File: src/rtl/uart_rx_ctrl.sv
// UART receive frame controller: tracks oversampling edges, steps through the
// frame fields and delivers a byte with parity/stop-bit status.
`timescale 1ns/1ps

// state   | meaning
// IDLE    | line idle, waiting for RX_IN low
// START   | start bit period, aborts on a high sample (false start)
// DATA    | eight data bit periods, LSB first into shift register
// PARITY  | parity bit period, evaluates par_err
// STOP    | stop bit, leaves at the sample so frames can run back to back
// DELIVER | one cycle, data_valid pulses here for a good frame
module uart_rx_ctrl (
  input  logic       CLK,
  input  logic       RST,
  input  logic       RX_IN,
  input  logic [5:0] Prescale,
  input  logic       PAR_EN,
  input  logic       PAR_TYP,
  input  logic       sampled_bit,
  input  logic       smp_done,
  output logic [5:0] edge_cnt,
  output logic       smp_en,
  output logic [7:0] P_DATA,
  output logic       data_valid,
  output logic       par_err,
  output logic       stp_err
);

  typedef enum logic [2:0] {
    IDLE, START, DATA, PARITY, STOP, DELIVER
  } state_t;

  state_t     state;
  logic [3:0] bit_cnt;
  logic [7:0] shreg;
  logic       par_en_r;
  logic       par_typ_r;
  logic       wrap;
  logic [5:0] edge_nxt;

  // >= rather than == so a Prescale reduction mid-frame cannot strand edge_cnt
  assign wrap     = (edge_cnt >= (Prescale - 6'd1));
  assign edge_nxt = wrap ? 6'd0 : edge_cnt + 6'd1;

  always_ff @(posedge CLK or negedge RST) begin
    if (!RST) begin
      state      <= IDLE;
      edge_cnt   <= 6'd0;
      bit_cnt    <= 4'd0;
      smp_en     <= 1'b0;
      shreg      <= 8'h00;
      P_DATA     <= 8'h00;
      data_valid <= 1'b0;
      par_err    <= 1'b0;
      stp_err    <= 1'b0;
      par_en_r   <= 1'b0;
      par_typ_r  <= 1'b0;
    end else begin
      data_valid <= 1'b0;
      case (state)
        IDLE: begin
          edge_cnt <= 6'd0;
          bit_cnt  <= 4'd0;
          smp_en   <= 1'b0;
          if (!RX_IN) begin
            state     <= START;
            smp_en    <= 1'b1;
            par_err   <= 1'b0;
            stp_err   <= 1'b0;
            par_en_r  <= PAR_EN;
            par_typ_r <= PAR_TYP;
          end
        end
        START: begin
          edge_cnt <= edge_nxt;
          if (smp_done && sampled_bit) begin
            state    <= IDLE;
            smp_en   <= 1'b0;
            edge_cnt <= 6'd0;
          end else if (wrap) begin
            state   <= DATA;
            bit_cnt <= 4'd0;
          end
        end
        DATA: begin
          edge_cnt <= edge_nxt;
          if (smp_done)
            shreg <= {sampled_bit, shreg[7:1]};
          if (wrap) begin
            if (bit_cnt == 4'd7) begin
              bit_cnt <= 4'd0;
              state   <= par_en_r ? PARITY : STOP;
            end else begin
              bit_cnt <= bit_cnt + 4'd1;
            end
          end
        end
        PARITY: begin
          edge_cnt <= edge_nxt;
          if (smp_done)
            par_err <= (sampled_bit != ((^shreg) ^ par_typ_r));
          if (wrap)
            state <= STOP;
        end
        STOP: begin
          edge_cnt <= edge_nxt;
          if (smp_done) begin
            stp_err <= ~sampled_bit;
            state   <= DELIVER;
            if (sampled_bit && !par_err) begin
              P_DATA     <= shreg;
              data_valid <= 1'b1;
            end
          end else if (wrap) begin
            // no stop sample for a whole bit period: treat as a bad stop bit
            stp_err <= 1'b1;
            state   <= DELIVER;
          end
        end
        DELIVER: begin
          state    <= IDLE;
          smp_en   <= 1'b0;
          edge_cnt <= 6'd0;
        end
        default: begin
          state    <= IDLE;
          smp_en   <= 1'b0;
          edge_cnt <= 6'd0;
        end
      endcase
    end
  end

endmodule

File: config.mk
export PLATFORM = sky130hd
export DESIGN_NAME = uart_rx_ctrl
export DESIGN_NICKNAME = d
export VERILOG_FILES = /design/src/rtl/uart_rx_ctrl.sv
export SDC_FILE = /design/constraint.sdc
export NUM_CORES = 1
export LEC_CHECK = 0
export CAP_MARGIN = 20
export CORE_ASPECT_RATIO = 1.75
export CORE_MARGIN = 1.5
export CORE_UTILIZATION = 55
export CTS_BUF_LIST = sky130_fd_sc_hd__clkbuf_8
export DETAILED_ROUTE_END_ITERATION = 10
export GPL_TIMING_DRIVEN = 0
export PLACE_DENSITY = 0.9
export SYNTH_ARGS = -nofsm -noshare
export SYNTH_HDL_FRONTEND = slang
export SYNTH_SLANG_ARGS = --single-unit
export TNS_END_PERCENT = 30
File: constraint.sdc
create_clock -name CLK -period 5.3 [get_ports CLK]
set_clock_uncertainty 0.15 [all_clocks]
set_input_delay 0.53 -clock CLK [delete_from_list [all_inputs] [get_ports CLK]]
set_output_delay 0.53 -clock CLK [all_outputs]
set_load 0.01 [all_outputs]
# After elaboration in Yosys (flattened, before gate mapping)
# Index checks and enable logic that the tools add are counted.
[word_totals]
out_inout_bits = 18
wordCells = 82
in_bits = 13
register_bits = 35
[op_classes]
n_bitwise = 4
muxes = 30
add_sub_neg = 3
reduce_logical = 17
order_cmp = 1
eq_ne = 16
[ops]
columns = ["op", "count"]
rows = [
  ["two-way mux 3 bit", 9],
  ["two-way mux 4 bit", 4],
  ["!= test 2 bit, second input constant", 8],
  ["case mux 3 bit (5 select lines)", 1],
  ["two-way mux 6 bit", 2],
  ["case mux 4 bit (3 select lines)", 1],
  ["case mux 6 bit (2 select lines)", 1],
  ["two-way mux 1 bit", 9],
  ["AND reduction 3 bit", 3],
  ["XOR reduction 8 bit", 1],
  ["adder 6 x 1 -> 6 bit, second input constant", 1],
  ["equality test 3 x 2 -> 1 bit, second input constant", 2],
  ["greater-or-equal comparator 6 bit", 1],
  ["!= test 3 bit, second input constant", 2],
  ["AND reduction 2 bit", 3],
  ["AND reduction 6 bit", 1],
  ["subtractor 6 x 1 -> 6 bit, second input constant", 1],
  ["adder 4 x 1 -> 4 bit, second input constant", 1],
  ["equality test 4 x 3 -> 1 bit, second input constant", 1],
  ["case mux 1 bit (2 select lines)", 2],
  ["AND reduction 4 bit", 1],
  ["nonzero test 2 bit", 2],
  ["equality test 3 x 1 -> 1 bit, second input constant", 1],
  ["equality test 3 bit, second input constant", 1],
  ["9 further kinds", 12],
]

# Depth between registers and ports, before layout
[depth]
depth_word = 5
depth_mapped = 10
depth_no_buf = 10

# Worst setup path after synthesis
# OpenSTA, ideal clock, no wires.
[synth_path]
path_type = "in2reg"
start = "in Prescale[2]"
end = "reg state[1]"
t_arrival_ns = 2.614
path_stages = 9
setup_slack_ns = 2.408
n_path_buf = 0
required_ns = 5.022
setup_time_ns = 0.128
path_cell_list = "or3_1 > nor3_1 > xnor2_1 > ha_1 > a21oi_1 > o21ai_0 > a21o_1 > a2111oi_4 > mux2_1"
[synth_between]
elab_chain_len = 4
word_cells_on_any_way = 7
classes_between = "add/sub: 1; order compare: 1; eq/ne: 4; reduce/logical: 1"
[synth_lines]
columns = ["element", "line", "rtl"]
rows = [
  ["start, declared", "16", "input logic [5:0] Prescale,"],
  ["subtractor 6 x 1 -> 6 bit (*)", "42", "assign wrap = (edge_cnt >= (Prescale - 6'd1));"],
  ["greater-or-equal comparator 6 bit (*)", "42", ""],
  ["!= test 3 bit (no source line) / != test 2 bit (equally long branches)", "-", ""],
  ["AND reduction 6 bit (no source line) (*)", "-", ""],
  ["end signal, assigned", "92", "state <= par_en_r ? PARITY : STOP;"],
  ["end, declared", "33", "state_t state;"],
]
# Mark *: on every way between the ends. The rest lies on a longest branch, timed or not.
# A chain may end at the register's enable or synchronous reset.

# Worst setup path in the final report
# Same ends and word-level chain as after synthesis.

==> results.ini <==
[die]
die_x_um=47.0
placement_rows=27
initial_core_util_pct=58.6
design.die.area_um2=3750
core-area_um2=3180
ios=31
die_h_um=79.9

[logic_synthesis]
ys.flop_type=dfrtp_1
synthDominantCellAreaShare_pct=47.1
number_of_synthesized_flops_with_an_enable_pin=0
synthesis.instances=168
synth_top_cells_by_count=dfrtp_1 (35), mux2_2 (18), nor2_1 (14), xnor2_1 (14), o21ai_0 (10)
asyncSetResetFlopFracSynth_pct=100
yosysTopAreaCell=dfrtp_1
avgSynthCellArea_um2=11.1
synth.ff_latch_count=35
syn_area_um2=1860
synth_area_leaders=dfrtp_1 (47%), mux2_2 (11%), xnor2_1 (6.6%)
mappedNetlistNets=190
yosys.cell_types.count=33
synth_warnings=0
synth.most_common_cell=dfrtp_1
yosysSeqAreaShare_pct=47.1

[worst_setup_path]
crit_chain=clkdlybuf4s50_1 -> or3_1 -> nor3_1 -> xnor2_1 -> ha_1 -> a21oi_1 -> o21ai_0 -> a21o_1 -> a2111oi_4 -> mux2_1
critical_path_depth=10
max_stage_delay_ps=450
timing.critical_path.fanout_max=4
reg2regPathDepth=6
worstPathArrival_ps=3340
cell_with_the_largest_stage_delay_on_the_worst_path=clkdlybuf4s50_1
buffers_plus_inverters_on_the_worst_setup_path=1
crit_required_ps=5320
critical_path.startpoint_type=primary input
path_class=primary input to register
worst_r2r_endpoint=state[1]
critPathCapture=state[1]
critical_path.endpoint_type=register
critPathTopFamily=compound AO/OA/AOI/OAI gates
ff2ff_setup_slack_ps=2970
critPathLaunch=Prescale[2]
worst_r2r_startpoint=edge_cnt[3]

[sta]
final_max_tran_viols=0
max-slew-margin-rel_pct=49.7
postLayoutSetupSlackWorst_ps=1980
setup_tns_ps=0
final-hold-violation-count=0
rsz_0062_raised_after_global_routing=false
finalSetupViolations=0
period_minus_ws_final_ps=3320
tightest_slew_ps=755
fmax_mhz=302
fin_crit_sh_pct=62.6

[global_routing]
grt_overflow_total=0
largest_net_degree_at_the_start_of_global_routing=36
grt_first_pass_wirelength_um=6540
antenna_found_initial=0
first_global_vias=1542
groute.usage.overall_pct=24.5

[route]
drt_pre_antenna_iters=4
drt-vias-per-instance=5.69
drtAntennaViolNets=0
detail_route.iter0.violations=36
wire_per_inst_um=15.9
vias=1418
drcViolationCount=0
drt_wl_total_um=3950

[pwr]
power_switching_share_pct=35.4
worst_ir_drop_vdd_uv=330
power.combinational.fraction_pct=40.6
seqPwrFrac_pct=37.1
leakage_power_nw=1.05
total_switching_power_w=0.000380
cellPowerDensity_nw_per_um2=463
p_int_w=0.000694
clock_network_power_share_pct=22.4

[final_layout]
area.growth.synth_to_final_pct=24.8
layout-drive-gt1-share_pct=16.5
fin_area_um2=2320
finalNetCount=227
fillerInstances=246
layout.core_utilization_pct=73.1
antenna-diode-count=0

[placed_design]
port_buffers=30
hpwl_um=2930
gp_routability_congestion=0.915
place_area_um2=2210
placement.setup.worst_slack_ps=1690

[clock_tree]
cts.reportedPaths.clkPinSlew_ps=80
cts.repair.resized=0
cts_post_setup_buffers_inserted=0
cts_tree=done
htree_levels=2
cts_inserted_buffers=5
cts.sink_count=35
worstSkewPairLatency_ps=300
cts_buffer_depth=2
postCtsHoldBufs=0
cell_chosen_for_the_clock_root=clkbuf_8

[flow_run]
max_cap_violations=0

[worst_hold_path]
hp-class=primary input to async pin

[outcome]
outcome=complete, no violations

[area by class of cell]
type / instances / area (um2) / share of cell area (%)
Inverter: 6 / 22.5 / 0.970
Clock inverter: 3 / 43.8 / 1.89
Tap cell: 43 / 53.8 / 2.32
Multi-Input combinational cell: 123 / 943 / 40.6
Sequential cell: 35 / 876 / 37.7
Buffer: 4 / 17.5 / 0.755
Clock buffer: 5 / 68.8 / 2.96
Timing Repair Buffer: 30 / 295 / 12.7
[how the worst min path moves through the flow]
stage          startpoint    endpoint  cells past startpoint
2_1_floorplan         RST   P_DATA[0]                      0
3_3_place_gp   bit_cnt[3]  bit_cnt[3]                      1
3_5_place_dp   bit_cnt[3]  bit_cnt[3]                      1
4_1_cts               RST   P_DATA[0]                      1
5_1_grt               RST   P_DATA[0]                      1
6_report              RST   P_DATA[0]                      1
[power groups by stage]
stage	combinational [W]	clock [W]	sequential [W]
after floorplan	0.000311	0	0.000391
after global placement	0.000409	0	0.000395
after detailed placement	0.000430	0	0.000401
after CTS	0.000435	0.000243	0.000397
after global routing	0.000480	0.000254	0.000406
final	0.000436	0.000240	0.000398
[sequential cells by signal, summed over array words and instances, names as in the netlist]
register,cells
data_valid,1
smp_en,1
par_err,1
P_DATA,8
edge_cnt,6
stp_err,1
par_typ_r,1
state,3
par_en_r,1
bit_cnt,4
shreg,8
[stage by stage]
step           cells  total power, W  hold slack, ps
2_1_floorplan    168        0.000703            84.4
3_3_place_gp     241        0.000804             312
3_5_place_dp     241        0.000831             332
4_1_cts          249         0.00108             161
5_1_grt          249         0.00114             202
6_report         249         0.00107             145
[placed cells by master (no fill, tap or decap), drive strengths merged, types with 2 or more instances in the layout]
master,count
a21oi,8
a21o,4
o21ai,10
mux2,19
a2111oi,2
or3,2
clkbuf,7
clkinv,2
buf,3
nor3,2
dfrtp,35
inv,6
nand3,5
o31ai,4
xor2,4
xnor2,14
clkdlybuf4s50,29
nand2,9
and3,4
nor2b,2
ha,9
nand2b,2
nor2,14
[layer usage]
layer  track usage [%]  vias up  wire length (um)
li1                  -      661                 -
met1              23.1      690              1400
met2              45.5       58              2270
met3              6.33        9               197
met4              10.3        0                82
met5                 0        -                 0
[logic make-up after synthesis]
family | Yosys count | share of synthesized area (%)
multiplexers | 19 | 11.5
AO/OA/AOI/OAI | 33 | 12.7
buffers and inverters | 10 | 2.15
XOR/XNOR | 18 | 8.48
AND/OR/NAND/NOR | 44 | 12.0
flip-flops | 35 | 47.1
adder cells (fa/ha/maj) | 9 | 6.06
Note: power is estimated with default switching activity, not from simulation.
